<file path="config.mk">
export PLATFORM = sky130hd
export DESIGN_NAME = uart_tx_fifo
export DESIGN_NICKNAME = d
export VERILOG_FILES = /design/src/rtl/uart_pkg.sv /design/src/rtl/sync_fifo.sv /design/src/rtl/uart_tx_fifo.sv
export SDC_FILE = /design/constraint.sdc
export NUM_CORES = 1
export LEC_CHECK = 0
export ABC_CLOCK_PERIOD_IN_PS = 2500
export BUFFER_PORTS_ARGS = -buffer_cell sky130_fd_sc_hd__buf_2
export CORE_MARGIN = 3
export CORE_UTILIZATION = 60
export CTS_CLUSTER_DIAMETER = 120
export DETAILED_ROUTE_END_ITERATION = 8
export HOLD_SLACK_MARGIN = 0.06
export PLACE_DENSITY = 0.78
export SLEW_MARGIN = 20
export SYNTH_ARGS = -nofsm -noshare
export SYNTH_HDL_FRONTEND = slang
export SYNTH_SLANG_ARGS = --single-unit
</file>
<file path="constraint.sdc">
create_clock -name clk -period 2.5 [get_ports clk]
set_input_delay 0.375 -clock clk [delete_from_list [all_inputs] [get_ports clk]]
set_output_delay 0.375 -clock clk [all_outputs]
set_load 0.01 [all_outputs]
</file>
<file path="src/rtl/uart_pkg.sv">
// uart_pkg: shared definitions for the UART transmit FIFO slice.
//   DEFAULT_DEPTH : default FIFO capacity in bytes
//   tx_state_e    : handshake FSM state encoding
package uart_pkg;

  localparam int DEFAULT_DEPTH = 16;

  typedef enum logic [1:0] {
    ST_IDLE    = 2'd0,
    ST_SEND    = 2'd1,
    ST_RELEASE = 2'd2
  } tx_state_e;

endpackage

</file>
<file path="src/rtl/sync_fifo.sv">
// sync_fifo: single-clock circular byte buffer with registered status flags.
// Ports:
//   clk, nrst   : clock, asynchronous active-low reset
//   push        : enqueue wr_data (ignored while full)
//   wr_data     : byte to enqueue
//   pop         : dequeue the head byte (ignored while empty)
//   rd_data     : head byte, valid whenever empty=0
//   full, empty : registered occupancy flags
//   level       : registered occupancy count, 0..DEPTH
module sync_fifo
  import uart_pkg::*;
#(
  parameter int DEPTH = DEFAULT_DEPTH,
  parameter int AW    = $clog2(DEPTH)
) (
  input  logic          clk,
  input  logic          nrst,
  input  logic          push,
  input  logic [7:0]    wr_data,
  input  logic          pop,
  output logic [7:0]    rd_data,
  output logic          full,
  output logic          empty,
  output logic [AW:0]   level
);

  localparam logic [AW:0] FULL_CNT = (AW+1)'(DEPTH);

  logic [7:0]    mem [DEPTH];
  logic [AW-1:0] wr_ptr;
  logic [AW-1:0] rd_ptr;
  logic [AW:0]   count;
  logic [AW:0]   count_next;
  logic          push_ok;
  logic          pop_ok;

  // A push while full is rejected even if a pop happens in the same cycle.
  assign push_ok = push & ~full;
  assign pop_ok  = pop & ~empty;

  always_comb begin
    count_next = count;
    if (push_ok && !pop_ok)
      count_next = count + 1'b1;
    else if (!push_ok && pop_ok)
      count_next = count - 1'b1;
  end

  // Pointers wrap naturally because DEPTH is a power of two.
  always_ff @(posedge clk or negedge nrst) begin
    if (!nrst) begin
      wr_ptr <= '0;
      rd_ptr <= '0;
      count  <= '0;
      full   <= 1'b0;
      empty  <= 1'b1;
    end else begin
      if (push_ok)
        wr_ptr <= wr_ptr + 1'b1;
      if (pop_ok)
        rd_ptr <= rd_ptr + 1'b1;
      count <= count_next;
      full  <= (count_next == FULL_CNT);
      empty <= (count_next == '0);
    end
  end

  // Storage is deliberately not reset; the pointers alone define validity.
  always_ff @(posedge clk) begin
    if (push_ok)
      mem[wr_ptr] <= wr_data;
  end

  assign rd_data = mem[rd_ptr];
  assign level   = count;

endmodule

</file>
<file path="src/rtl/uart_tx_fifo.sv">
// uart_tx_fifo: byte FIFO feeding a UART transmitter through a
// valid/ack handshake, with sticky overflow reporting.
// Ports:
//   clk, nrst : clock, asynchronous active-low reset
//   wr_data   : byte to enqueue
//   wr_en     : enqueue strobe, one byte per cycle
//   full      : FIFO holds DEPTH bytes
//   empty     : FIFO holds 0 bytes
//   level     : bytes stored, 0..DEPTH
//   overflow  : sticky, set by a write attempted while full
//   ovf_clr   : clears overflow (a same-cycle overflow wins)
//   tx_data   : byte presented to the transmitter (registered)
//   tx_valid  : byte-valid level to the transmitter (registered)
//   tx_ack    : transmitter frame-done acknowledge
//   busy      : FSM not idle or FIFO not empty
//
// state      | meaning
// -----------+---------------------------------------------------------
// ST_IDLE    | tx_valid low; pops the head byte once not empty and ack low
// ST_SEND    | tx_valid high, tx_data stable; waits for tx_ack high
// ST_RELEASE | tx_valid low; waits for tx_ack to drop
module uart_tx_fifo
  import uart_pkg::*;
#(
  parameter int DEPTH = DEFAULT_DEPTH,
  parameter int AW    = $clog2(DEPTH)
) (
  input  logic        clk,
  input  logic        nrst,
  input  logic [7:0]  wr_data,
  input  logic        wr_en,
  output logic        full,
  output logic        empty,
  output logic [AW:0] level,
  output logic        overflow,
  input  logic        ovf_clr,
  output logic [7:0]  tx_data,
  output logic        tx_valid,
  input  logic        tx_ack,
  output logic        busy
);

  tx_state_e  state;
  logic [7:0] head;
  logic       pop;

  sync_fifo #(
    .DEPTH (DEPTH),
    .AW    (AW)
  ) u_fifo (
    .clk     (clk),
    .nrst    (nrst),
    .push    (wr_en),
    .wr_data (wr_data),
    .pop     (pop),
    .rd_data (head),
    .full    (full),
    .empty   (empty),
    .level   (level)
  );

  // A stale ack left high from the previous frame holds the FSM in IDLE.
  assign pop = (state == ST_IDLE) && !empty && !tx_ack;

  always_ff @(posedge clk or negedge nrst) begin
    if (!nrst)
      overflow <= 1'b0;
    else if (wr_en && full)
      overflow <= 1'b1;
    else if (ovf_clr)
      overflow <= 1'b0;
  end

  always_ff @(posedge clk or negedge nrst) begin
    if (!nrst) begin
      state    <= ST_IDLE;
      tx_valid <= 1'b0;
      tx_data  <= 8'h00;
    end else begin
      case (state)
        ST_IDLE: begin
          if (pop) begin
            tx_data  <= head;
            tx_valid <= 1'b1;
            state    <= ST_SEND;
          end
        end
        ST_SEND: begin
          if (tx_ack) begin
            tx_valid <= 1'b0;
            state    <= ST_RELEASE;
          end
        end
        ST_RELEASE: begin
          if (!tx_ack)
            state <= ST_IDLE;
        end
        default: begin
          tx_valid <= 1'b0;
          state    <= ST_IDLE;
        end
      endcase
    end
  end

  assign busy = (state != ST_IDLE) || !empty;

endmodule

</file>
==> run metrics, run 1 <==
slew at the pin closest to its max-slew limit=0.6437 ns; Filler Cells Inserted=approximately 600; number of buffers on the longest clock path=2; Area Overhead vs Synth=14.74%; critical path arrival=2.66 ns; Synth Area per Inst=17.38 um2; crit-path most repeated cell=sky130_fd_sc_hd__a21oi_1; fraction of final layout cells sized beyond drive strength 1=24.64%; maximum number of pins on one net before global-route repair=38; delay of the slowest cell on the worst path=0.64 ns; Die Ht=108.0 um; data required time at the worst endpoint=2.94 ns; part of the total power dissipated in the clock network=between 20% and 30%; Top delay family on crit path=compound AO/OA/AOI/OAI gates; first-pass GRT wire length=around 20000 um; clock transition at the registers of the reported paths=~0.070 ns; row count=36; share of synthesized area occupied by flip-flops and latches=72.43%; final routed wirelength across all metal layers=13030 um; portion of the clock cycle consumed by the worst path in the final layout=between 80% and 90%; maximum achievable frequency=450.7 MHz; # DRC=0; placeable core region=9955 um2; sum of negative setup slack=0 ns; average routed wire per standard cell=roughly 24 um; DP Worst Slack=0.2443 ns; net count after synthesis=379; category of the most critical setup path=flop to flop; cell count after placement=~500; # diodes=0; critical path, cell by cell=buf_4, and2_1, a2111oi_0, a21oi_1, a21oi_1; synthesized instance count=roughly 360; cell area after synthesis=6241 um2; setup repair after global routing missed its margin=false; Chip Width=108.0 um; sum of buffers and inverters on the critical path=1; min-delay worst type=input pin to flop; Final Critical Period=2.219 ns; clock skew=around 0.011 ns; IO Count=31; Critical Path Start Type=flop; effective utilization at floorplan=62.69%; Finish-stage setup viols=0; CP Max Fanout=12; count of different cell masters after synthesis=between 40 and 50; count of warnings emitted by yosys=0; Antenna Nets Post-Route=0; Static Leakage=between 2 and 2.5 nW; final global-route overflow total=0; post-detail-place hpwl=7516 um; detailed-route vias per instance=6.192; vias in the first global route=3383; PD cells=around 1200 nW/um2; count of port buffers added during placement=30; Max-Slew Margin vs Limit=55.98%; first-iteration detailed-routing DRC count=346; Max-Cap Viols=0; power share of the combinational group=27.3%; H-tree depth=4; overall routing resource usage=24.43%; VDD IR-drop max=0.5549 mV; Max Slew Vio Count=0; cell with the largest stage delay on the worst path=sky130_fd_sc_hd__a2111oi_0; run status=complete, no violations; slack of the critical path=0.2810 ns; final layout net count=421; switching power share of the total=31.88%; total via count in the routed design=3387; Die Area=11660 um2; number of storage elements in the synthesis netlist=155; initial antenna violation count=0; TritonCTS clock tree=done; type of destination of the critical path=flop; Int Pwr=around 5.8 mW; Clock Latency Late Sink=between 0.5 and 0.6 ns; weighted congestion at the end of routability-driven global placement=0.8426; number of clock sinks seen by CTS=approximately 160; proportion of power drawn by flip-flops and latches=between 40% and 50%; First-pass DRT Iterations=5; post-layout instance count excluding filler cells=547; P_sw=2.726 mW; total clock buffers created by CTS=17; final hold violation count=0; R2R setup slack=roughly 0.28 ns; root buffer cell=sky130_fd_sc_hd__clkbuf_8
==> registers in the layout (all words and copies together) (netlist names) <==
name,count
u_fifo.wr_ptr,4
overflow,1
tx_valid,1
u_fifo.mem,128
state,2
u_fifo.level,5
u_fifo.empty,1
u_fifo.rd_ptr,4
u_fifo.full,1
tx_data,8
==> worst register-to-register path, cell delays in order (launching register included) <==
cell and delay [ns]:
sky130_fd_sc_hd__dfrtp_1 0.59, sky130_fd_sc_hd__buf_4 0.31, sky130_fd_sc_hd__and2_1 0.27, sky130_fd_sc_hd__a2111oi_0 0.64
sky130_fd_sc_hd__a21oi_1 0.11, sky130_fd_sc_hd__a21oi_1 0.20
==> what timing repair did <==
| item | CTS | global route |
|---|---|---|
| setup endpoints to repair | 0 | 1 |
| buffers inserted | 0 | 0 |
| hold buffers | 2 | 0 |
| endpoints found under the hold margin | 27 | 0 |
| resized for setup | 0 | 1 |
==> cell usage in the layout, fill, tap and decap left out, types with 4 or more instances in the layout <==
cell type / n
sky130_fd_sc_hd__a2111oi_0: 6
sky130_fd_sc_hd__a211oi_1: 6
sky130_fd_sc_hd__a21oi_1: 17
sky130_fd_sc_hd__and2_1: 19
sky130_fd_sc_hd__buf_2: 30
sky130_fd_sc_hd__buf_4: 5
sky130_fd_sc_hd__clkbuf_16: 16
sky130_fd_sc_hd__clkinvlp_4: 4
sky130_fd_sc_hd__dfrtp_1: 25
sky130_fd_sc_hd__edfxtp_1: 128
sky130_fd_sc_hd__ha_1: 7
sky130_fd_sc_hd__inv_1: 8
sky130_fd_sc_hd__mux2_2: 6
sky130_fd_sc_hd__mux2i_1: 12
sky130_fd_sc_hd__mux4_2: 24
sky130_fd_sc_hd__nand2_1: 7
sky130_fd_sc_hd__nand3_1: 5
sky130_fd_sc_hd__nor2_1: 22
sky130_fd_sc_hd__nor2b_1: 10
sky130_fd_sc_hd__xnor2_1: 7
sky130_fd_sc_hd__xor2_1: 4
==> routing by layer <==
metal,part of all wire (%),GRT usage (%),vias to the layer above
li1,-,-,1474
met1,42,35.41,1699
met2,49,37.88,195
met3,7.4,6.149,19
met4,1.6,6.763,0
met5,0,0,-
==> through the flow <==
step / instance area, um2 / utilization, % / hold WS (ns) / power [mW]
6_report: 7161 / 71.93 / 0.07556 / 8.551
5_1_grt: 7161 / 71.93 / 0.1241 / 8.933
4_1_cts: 7158 / 71.91 / 0.06634 / 8.563
3_5_place_dp: 6548 / 65.77 / 0.4286 / 5.975
3_3_place_gp: 6548 / 65.77 / 0.4173 / 5.921
2_1_floorplan: 6241 / - / 0.07941 / 5.207
==> logic make-up (layout without fill, tap and decap cells) <==
logic type | after synthesis | after routing | synth area share, %
and+or+nand+nor | 78 | 78 | 6.857
AOI/OAI and AO/OA | 42 | 42 | 4.330
muxes | 43 | 43 | 11.85
xor gates and xnor gates | 11 | 11 | 1.544
adders and majority gates | 7 | 7 | 1.403
DFF | 155 | 155 | 72.43
buffers and inverters | 23 | 78 | 1.584
==> power groups by stage <==
stage	Sequential, mW	Clock, mW	Combinational, mW
detailed placement	3.70	0	2.28
global route	3.72	2.68	2.53
global placement	3.68	0	2.24
finish	3.67	2.55	2.33
CTS	3.66	2.56	2.35
floorplan	3.52	0	1.68
==> final timing paths <==
check                                  from               end  depth (start not counted)
setup / recovery           u_fifo.rd_ptr[0]        tx_data[2]                          5
hold / removal                        wr_en          overflow                          3
setup reg to reg           u_fifo.rd_ptr[0]        tx_data[2]                          5
hold reg to reg                  tx_data[5]        tx_data[5]                          2
max in group asynchronous              nrst  u_fifo.rd_ptr[2]                          2
min in group asynchronous              nrst        tx_data[6]                          2
==> cell type report <==
class                           instances  area, um2  share of cell area, %
Inverter                                8      30.03                 0.4194
Tap cell                              133      166.4                  2.324
Sequential cell                       155       4524                  63.18
Multi-Input combinational cell        181       1622                  22.65
Timing Repair Buffer                   38      227.7                  3.180
Clock inverter                         13      168.9                  2.359
Clock buffer                           19      421.7                  5.889
==> cell usage after synthesis <==
cell type | instances | area [um2]
sky130_fd_sc_hd__mux4_2 | 24 | 540.5
sky130_fd_sc_hd__ha_1 | 7 | 87.58
sky130_fd_sc_hd__nor4_4 | 1 | 21.27
sky130_fd_sc_hd__nand4_1 | 1 | 6.260
sky130_fd_sc_hd__a31oi_1 | 1 | 6.260
sky130_fd_sc_hd__edfxtp_1 | 128 | 3844
sky130_fd_sc_hd__nor4_2 | 1 | 12.51
sky130_fd_sc_hd__inv_1 | 8 | 30.03
sky130_fd_sc_hd__a22oi_2 | 1 | 12.51
sky130_fd_sc_hd__mux2_1 | 1 | 11.26
sky130_fd_sc_hd__nand2_1 | 7 | 26.28
sky130_fd_sc_hd__xor2_1 | 4 | 35.03
sky130_fd_sc_hd__nor3_1 | 3 | 15.01
sky130_fd_sc_hd__xnor2_1 | 7 | 61.31
sky130_fd_sc_hd__nand2b_1 | 3 | 18.77
sky130_fd_sc_hd__o21ai_1 | 3 | 15.01
sky130_fd_sc_hd__buf_4 | 2 | 15.01
sky130_fd_sc_hd__buf_2 | 4 | 20.02
sky130_fd_sc_hd__a221oi_1 | 2 | 17.52
sky130_fd_sc_hd__o22ai_1 | 1 | 6.260
sky130_fd_sc_hd__a21oi_1 | 17 | 85.08
sky130_fd_sc_hd__dfstp_2 | 1 | 26.28
sky130_fd_sc_hd__a21boi_0 | 1 | 7.510
sky130_fd_sc_hd__nor4_1 | 2 | 12.51
sky130_fd_sc_hd__and3_1 | 1 | 6.260
sky130_fd_sc_hd__nor2b_1 | 10 | 62.56
sky130_fd_sc_hd__o211ai_1 | 1 | 7.510
sky130_fd_sc_hd__or3_1 | 1 | 6.260
sky130_fd_sc_hd__and2_1 | 19 | 118.9
sky130_fd_sc_hd__a2111oi_0 | 6 | 52.55
sky130_fd_sc_hd__nor2_2 | 1 | 6.260
sky130_fd_sc_hd__mux2i_1 | 12 | 120.1
sky130_fd_sc_hd__nor2_1 | 22 | 82.58
sky130_fd_sc_hd__buf_1 | 1 | 3.750
sky130_fd_sc_hd__nor3b_1 | 1 | 7.510
sky130_fd_sc_hd__mux2_2 | 6 | 67.56
sky130_fd_sc_hd__nand3_1 | 5 | 25.02
sky130_fd_sc_hd__a211oi_1 | 6 | 45.04
sky130_fd_sc_hd__dfrtp_1 | 26 | 650.6
sky130_fd_sc_hd__clkbuf_1 | 8 | 30.03
sky130_fd_sc_hd__o21ai_0 | 3 | 15.01
(Power assumes the default switching activity.)
==> inputs of run 2 (changes only) <==
ABC_AREA = 1   (was default)
CORE_UTILIZATION = 61   (was 60)
PLACE_DENSITY = 0.79   (was 0.78)
==> run metrics, run 2 <==
run status=complete, no violations (unchanged); Chip Width=109.1 um (was 108.0 um); flip-flop count of the largest register after layout=128 (unchanged); effective utilization at floorplan=62.83% (was 62.69%); Die Area=11910 um2 (was 11660 um2); VDD IR-drop max=0.6355 mV (was 0.5549 mV); first-pass GRT wire length=22250 um (was 20050 um); # DRC=0 (unchanged); clock skew=0.007457 ns (was 0.01091 ns); slew at the pin closest to its max-slew limit=0.6964 ns (was 0.6437 ns); maximum number of pins on one net before global-route repair=67 (was 38); portion of the clock cycle consumed by the worst path in the final layout=77.28% (was 88.76%); Max-Cap Viols=0 (unchanged); most frequent standard cell in the layout excluding fill and tap cells=sky130_fd_sc_hd__nand2_1 (was sky130_fd_sc_hd__edfxtp_1); overall routing resource usage=25.76% (was 24.43%); average routed wire per standard cell=18.84 um (was 23.82 um); fraction of final layout cells sized beyond drive strength 1=13.53% (was 24.64%); biggest area consumer among synthesized cells=sky130_fd_sc_hd__edfxtp_1 (unchanged); fraction of synthesis flops using an asynchronous set or reset pin=17.42% (unchanged); vias in the first global route=4082 (was 3383); Antenna Nets Post-Route=0 (unchanged); total clock buffers created by CTS=17 (unchanged); R2R setup slack=0.57 ns (was 0.28 ns); final layout net count=628 (was 421); Area Overhead vs Synth=12.83% (was 14.74%); category of the most critical setup path=flop to flop (unchanged); Clock Latency Late Sink=0.54 ns (was 0.53 ns); Critical Path Start Type=flop (unchanged); data required time at the worst endpoint=2.67 ns (was 2.94 ns); final hold violation count=0 (unchanged); sum of negative setup slack=0 ns (unchanged); commonest register cell after synthesis=sky130_fd_sc_hd__edfxtp_1 (unchanged); number of buffers on the longest clock path=2 (unchanged); Max-Slew Margin vs Limit=53.40% (was 55.98%); type of destination of the critical path=flop (unchanged); power share of the combinational group=32.4% (was 27.3%); IO Count=31 (unchanged); area share of the largest cell type after synthesis=59.26% (was 61.59%); critical path arrival=2.11 ns (was 2.66 ns); most instantiated library cell after synthesis=sky130_fd_sc_hd__nand2_1 (was sky130_fd_sc_hd__edfxtp_1); Static Leakage=2.869 nW (was 2.489 nW); First-pass DRT Iterations=6 (was 5); synthesized instance count=576 (was 359); Synth area leaders=sky130_fd_sc_hd__edfxtp_1, sky130_fd_sc_hd__nand2_1, sky130_fd_sc_hd__dfrtp_1 (was sky130_fd_sc_hd__edfxtp_1, sky130_fd_sc_hd__dfrtp_1, sky130_fd_sc_hd__mux4_2); cell count after placement=722 (was 513); Finish-stage setup viols=0 (unchanged); Die Ht=109.1 um (was 108.0 um); Post-Layout Inst Area=7318 um2 (was 7161 um2); setup repair after global routing missed its margin=false (unchanged); # diodes=0 (unchanged); Synth top cells by count=sky130_fd_sc_hd__nand2_1, sky130_fd_sc_hd__edfxtp_1, sky130_fd_sc_hd__nand3_1 (was sky130_fd_sc_hd__edfxtp_1, sky130_fd_sc_hd__dfrtp_1, sky130_fd_sc_hd__mux4_2); placeable core region=10320 um2 (was 9955 um2); total via count in the routed design=4357 (was 3387); final routed wirelength across all metal layers=14260 um (was 13030 um); weighted congestion at the end of routability-driven global placement=0.9282 (was 0.8426); EDFF count, synth=128 (unchanged); maximum achievable frequency=517.6 MHz (was 450.7 MHz); Synth Area per Inst=11.26 um2 (was 17.38 um2); CP Max Fanout=13 (was 12); final global-route overflow total=0 (unchanged); number of clock sinks seen by CTS=155 (unchanged); highest-count cells in the layout ignoring fill and taps=sky130_fd_sc_hd__nand2_1, sky130_fd_sc_hd__edfxtp_1, sky130_fd_sc_hd__nand3_1 (was sky130_fd_sc_hd__edfxtp_1, sky130_fd_sc_hd__buf_2, sky130_fd_sc_hd__dfrtp_1); TritonCTS clock tree=done (unchanged); initial antenna violation count=0 (unchanged); P_sw=3.270 mW (was 2.726 mW); share of synthesized area occupied by flip-flops and latches=69.70% (was 72.43%); Filler Cells Inserted=709 (was 602); H-tree depth=4 (unchanged); part of the total power dissipated in the clock network=28.4% (was 29.8%); proportion of power drawn by flip-flops and latches=39.2% (was 42.9%); first-iteration detailed-routing DRC count=515 (was 346); count of different cell masters after synthesis=27 (was 41); cell area after synthesis=6486 um2 (was 6241 um2); number of storage elements in the synthesis netlist=155 (unchanged); Final Critical Period=1.932 ns (was 2.219 ns); post-detail-place hpwl=8959 um (was 7516 um); switching power share of the total=37.28% (was 31.88%); Int Pwr=5.502 mW (was 5.825 mW); post-layout instance count excluding filler cells=757 (was 547); net count after synthesis=596 (was 379); PD cells=1199 nW/um2 (was 1194 nW/um2); count of warnings emitted by yosys=0 (unchanged); Max Slew Vio Count=0 (unchanged); row count=37 (was 36); post-CTS setup buffer count=0 (unchanged); clock transition at the registers of the reported paths=0.06 ns (was 0.07 ns); area of placed instances=6710 um2 (was 6548 um2); Largest Register=u_fifo.mem (unchanged); min-delay worst type=input pin to flop (unchanged); root buffer cell=sky130_fd_sc_hd__clkbuf_8 (unchanged); end-of-flow core utilization=70.89% (was 71.93%); detailed-route vias per instance=5.756 (was 6.192); count of port buffers added during placement=30 (unchanged)
==> run 2: cell count changes after synthesis, moves of 7 or more <==
| cell | previous run | this run |
|---|---|---|
| sky130_fd_sc_hd__mux2i_1 | 12 | 0 |
| sky130_fd_sc_hd__xnor2_1 | 7 | 0 |
| sky130_fd_sc_hd__and2_1 | 19 | 0 |
| sky130_fd_sc_hd__mux4_2 | 24 | 0 |
| sky130_fd_sc_hd__inv_1 | 8 | 15 |
| sky130_fd_sc_hd__nor2b_1 | 10 | 0 |
| sky130_fd_sc_hd__nand3_1 | 5 | 105 |
| sky130_fd_sc_hd__nor2_1 | 22 | 29 |
| sky130_fd_sc_hd__nand2_1 | 7 | 184 |
| sky130_fd_sc_hd__buf_2 | 4 | 12 |
==> run 2: worst paths after layout <==
path / from / end / cells after the start
min in group asynchronous: nrst / u_fifo.rd_ptr[3] / 2
hold / removal: wr_en / overflow / 3
hold reg to reg: tx_valid / tx_valid / 2
max in group asynchronous: nrst / u_fifo.rd_ptr[0] / 2
setup / recovery: u_fifo.full / u_fifo.mem[14][7] / 5
setup reg to reg: u_fifo.full / u_fifo.mem[14][7] / 5
==> run 2: per-layer routing <==
layer  vias up  wire [um]  part of all wire (%)  GRT usage, %
met1      2052       5773                    40         34.89
met5         -          0                     0             0
met4         0        374                   2.6         10.28
li1       2046          -                     -             -
met3        34       1140                   8.0         5.388
met2       225       6970                    49         41.14
==> run 2: final cells by class <==
class / instances / area, um2 / share of cell area, %
flip-flops and latches: 155 / 4522 / 61.79
repair buffers: 41 / 240.2 / 3.283
inverters: 19 / 71.32 / 0.9745
multi-input cells: 374 / 1737 / 23.73
clock inverters: 15 / 163.9 / 2.240
clock buffers: 17 / 414.1 / 5.659
well taps: 136 / 170.2 / 2.325
==> run 2: power by group through the flow <==
stage	Clock, mW	Combinational [mW]	Sequential (mW)
global route	2.62	3.17	3.48
CTS	2.50	2.81	3.44
finish	2.49	2.84	3.44
global placement	0	2.70	3.47
floorplan	0	1.97	3.49
detailed placement	0	2.75	3.49
==> run 2: critical path, stage by stage (launching register included) <==
cell	delay [ns]
sky130_fd_sc_hd__dfrtp_1	0.39
sky130_fd_sc_hd__inv_1	0.07
sky130_fd_sc_hd__nand2_2	0.09
sky130_fd_sc_hd__inv_2	0.21
sky130_fd_sc_hd__nand2_1	0.24
sky130_fd_sc_hd__nor2_1	0.56
==> run 2: cells by family after synthesis <==
logic type      synth area share (%)
fa+ha+maj                      1.350
flops                          69.70
compound gates                 1.890
buf+inv                        3.530
xor+xnor                       1.080
simple gates                   22.45
==> run 2: through the flow <==
| stage | setup WS (ns) | hold slack [ns] | power, mW |
|---|---|---|---|
| 6_report | 0.5680 | 0.08329 | 8.772 |
| 5_1_grt | 0.4315 | 0.1150 | 9.263 |
| 4_1_cts | 0.5551 | 0.08718 | 8.744 |
| 3_5_place_dp | 0.5148 | 0.4292 | 6.241 |
| 3_3_place_gp | 0.5880 | 0.4171 | 6.174 |
| 2_1_floorplan | 0.8410 | 0.07941 | 5.458 |
==> run 2: repair_timing <==
action	CTS	global route
hold buffers	3	0
gates resized for setup	0	0
endpoints found under the hold margin	28	0
==> inputs of run 3 (changes only) <==
ABC_AREA = 0   (was 1)
ABC_CLOCK_PERIOD_IN_PS = 1850   (was 2500)
CORE_UTILIZATION = 60   (was 61)
PLACE_DENSITY = 0.78   (was 0.79)
clock period = 1.85 ns   (was 2.5 ns; I/O delays follow)
==> run metrics, run 3 (synthesized netlist as in run 1, its figures left out) <==
run status=finished, violations left (was complete, no violations); end point of the critical path=tx_data[1] (was u_fifo.mem[14][7]); IO Count=31 (unchanged); cell count after placement=552 (was 722); # DRC=0 (unchanged); violations in the final reports=negative setup slack; met3 Resource Use GR=6.030% (was 5.388%); Antenna Nets Post-Route=0 (unchanged); Die Area=11660 um2 (was 11910 um2); data required time at the worst endpoint=2.23 ns (was 2.67 ns); setup repair after global routing missed its margin=true (was false); most frequent standard cell in the layout excluding fill and tap cells=sky130_fd_sc_hd__edfxtp_1 (was sky130_fd_sc_hd__nand2_1); count of port buffers added during placement=30 (unchanged); clock transition at the registers of the reported paths=0.07 ns (was 0.06 ns); Area Overhead vs Synth=27.04% (was 12.83%); Worst Setup SP=u_fifo.rd_ptr[1] (was u_fifo.full); Max-Cap Viols=0 (unchanged); number of buffers on the longest clock path=2 (unchanged); overall routing resource usage=26.30% (was 25.76%); CP Max Fanout=8 (was 13); final hold violation count=0 (unchanged); highest-count cells in the layout ignoring fill and taps=sky130_fd_sc_hd__edfxtp_1, sky130_fd_sc_hd__buf_4, sky130_fd_sc_hd__buf_2 (was sky130_fd_sc_hd__nand2_1, sky130_fd_sc_hd__edfxtp_1, sky130_fd_sc_hd__nand3_1); post-detail-place hpwl=8457 um (was 8959 um); H-tree depth=4 (unchanged); end-of-flow core utilization=79.65% (was 70.89%); Max-Slew Margin vs Limit=41.53% (was 53.40%); critical path, cell by cell=buf_12, buf_4, mux4_2, mux2_4, a21oi_2, a21oi_1 (was inv_1, nand2_2, inv_2, nand2_1, nor2_1); Top delay family on crit path=multiplexers (was simple AND/OR/NAND/NOR gates); root buffer cell=sky130_fd_sc_hd__clkbuf_8 (unchanged); Die Ht=108.0 um (was 109.1 um); category of the most critical setup path=flop to flop (unchanged); DP Worst Slack=-0.2063 ns (was 0.5148 ns); VDD IR-drop max=0.9838 mV (was 0.6355 mV); min-delay worst type=input pin to flop (unchanged); initial antenna violation count=0 (unchanged); clock skew=0.008804 ns (was 0.007457 ns); Static Leakage=2.826 nW (was 2.869 nW); total power of the final layout=13.34 mW (was 8.772 mW); weighted congestion at the end of routability-driven global placement=0.7752 (was 0.9282); first-pass GRT wire length=21630 um (was 22250 um); Critical Path Start Type=flop (unchanged); critical path arrival=2.42 ns (was 2.11 ns); First-pass DRT Iterations=5 (was 6); cell with the largest stage delay on the worst path=sky130_fd_sc_hd__mux4_2 (was sky130_fd_sc_hd__nor2_1); worst r2r src=u_fifo.rd_ptr[1] (was u_fifo.full); sum of negative setup slack=-0.4598 ns (was 0 ns); final routed wirelength across all metal layers=15070 um (was 14260 um); slack of the critical path=-0.1913 ns (was 0.5680 ns); average routed wire per standard cell=25.50 um (was 18.84 um); Post-Layout Inst Area=7929 um2 (was 7318 um2); worst reg2reg endpoint=tx_data[1] (was u_fifo.mem[14][7]); Worst R2R Path Depth=6 (was 5); portion of the clock cycle consumed by the worst path in the final layout=110.3% (was 77.28%); first-iteration detailed-routing DRC count=397 (was 515); Max Slew Vio Count=0 (unchanged); effective utilization at floorplan=62.69% (was 62.83%); maximum number of pins on one net before global-route repair=28 (was 67); Chip Width=108.0 um (was 109.1 um); total via count in the routed design=3708 (was 4357); vias in the first global route=3747 (was 4082); global routing's busiest layer=met2 (unchanged); sum of buffers and inverters on the critical path=2 (unchanged); fraction of final layout cells sized beyond drive strength 1=38.86% (was 13.53%); area of placed instances=6978 um2 (was 6710 um2); met1 global-route usage=36.17% (was 34.89%); delay of the slowest cell on the worst path=0.51 ns (was 0.56 ns); Final Critical Period=2.041 ns (was 1.932 ns); # diodes=0 (unchanged); R2R setup slack=-0.19 ns (was 0.57 ns); post-layout instance count excluding filler cells=591 (was 757); flip-flop count of the largest register after layout=128 (unchanged); final hold slack=0.1502 ns (was 0.08329 ns); met2 Use GR=42.27% (was 41.14%); Largest Register=u_fifo.mem (unchanged); TritonCTS clock tree=done (unchanged); placeable core region=9955 um2 (was 10320 um2); row count=36 (was 37); PD cells=1682 nW/um2 (was 1199 nW/um2); number of clock sinks seen by CTS=155 (unchanged); Worst path depth=6 (was 5); Finish-stage setup viols=5 (was 0); final layout net count=465 (was 628); final global-route overflow total=0 (unchanged); detailed-route vias per instance=6.274 (was 5.756); total clock buffers created by CTS=17 (unchanged); slew at the pin closest to its max-slew limit=0.8771 ns (was 0.6964 ns); Clock Latency Late Sink=0.53 ns (was 0.54 ns); maximum achievable frequency=489.9 MHz (was 517.6 MHz); type of destination of the critical path=flop (unchanged)
[run 3: what timing repair did]
item	4_1_cts	5_1_grt
setup buffers	3	2
hold endpoints to repair	28	0
endpoints found under the setup margin	8	19
hold buffers	4	0
gates cloned	1	0
pin swaps	9	13
gates resized for setup	34	27
[run 3: worst min path at each step]
| stage | depth (start not counted) | from | slack (ns) | endpoint |
|---|---|---|---|---|
| 2_1_floorplan | 0 | nrst | -0.02 | overflow |
| 3_3_place_gp | 1 | nrst | 0.34 | tx_data[2] |
| 3_5_place_dp | 1 | nrst | 0.35 | tx_data[2] |
| 4_1_cts | 1 | wr_data[1] | 0.14 | u_fifo.mem[14][1] |
| 5_1_grt | 1 | wr_data[1] | 0.14 | u_fifo.mem[14][1] |
| 6_report | 1 | wr_data[3] | 0.15 | u_fifo.mem[10][3] |
[run 3: cell type report]
cell class / count / area (um2)
Fill cell: 490 / 2026
Timing Repair Buffer: 82 / 728.2
Multi-Input combinational cell: 181 / 1854
Clock inverter: 12 / 198.9
Clock buffer: 20 / 425.4
Sequential cell: 155 / 4526
Inverter: 8 / 30.03
Tap cell: 133 / 166.4
[run 3: where the power goes]
group / internal [mW] / total [mW] / switching [mW]
logic: 2.33 / 4.80 / 2.47
registers: 4.36 / 4.87 / 0.516
clock network: 2.32 / 3.66 / 1.34
total: 9.02 / 13.3 / 4.32
[run 3: routing by layer]
layer / routed length, um / part of all wire, % / up-vias
li1: - / - / 1563
met4: 265 / 1.8 / 0
met3: 1255 / 8.3 / 24
met5: 0 / 0 / -
met2: 7690 / 51 / 214
met1: 5857 / 39 / 1907
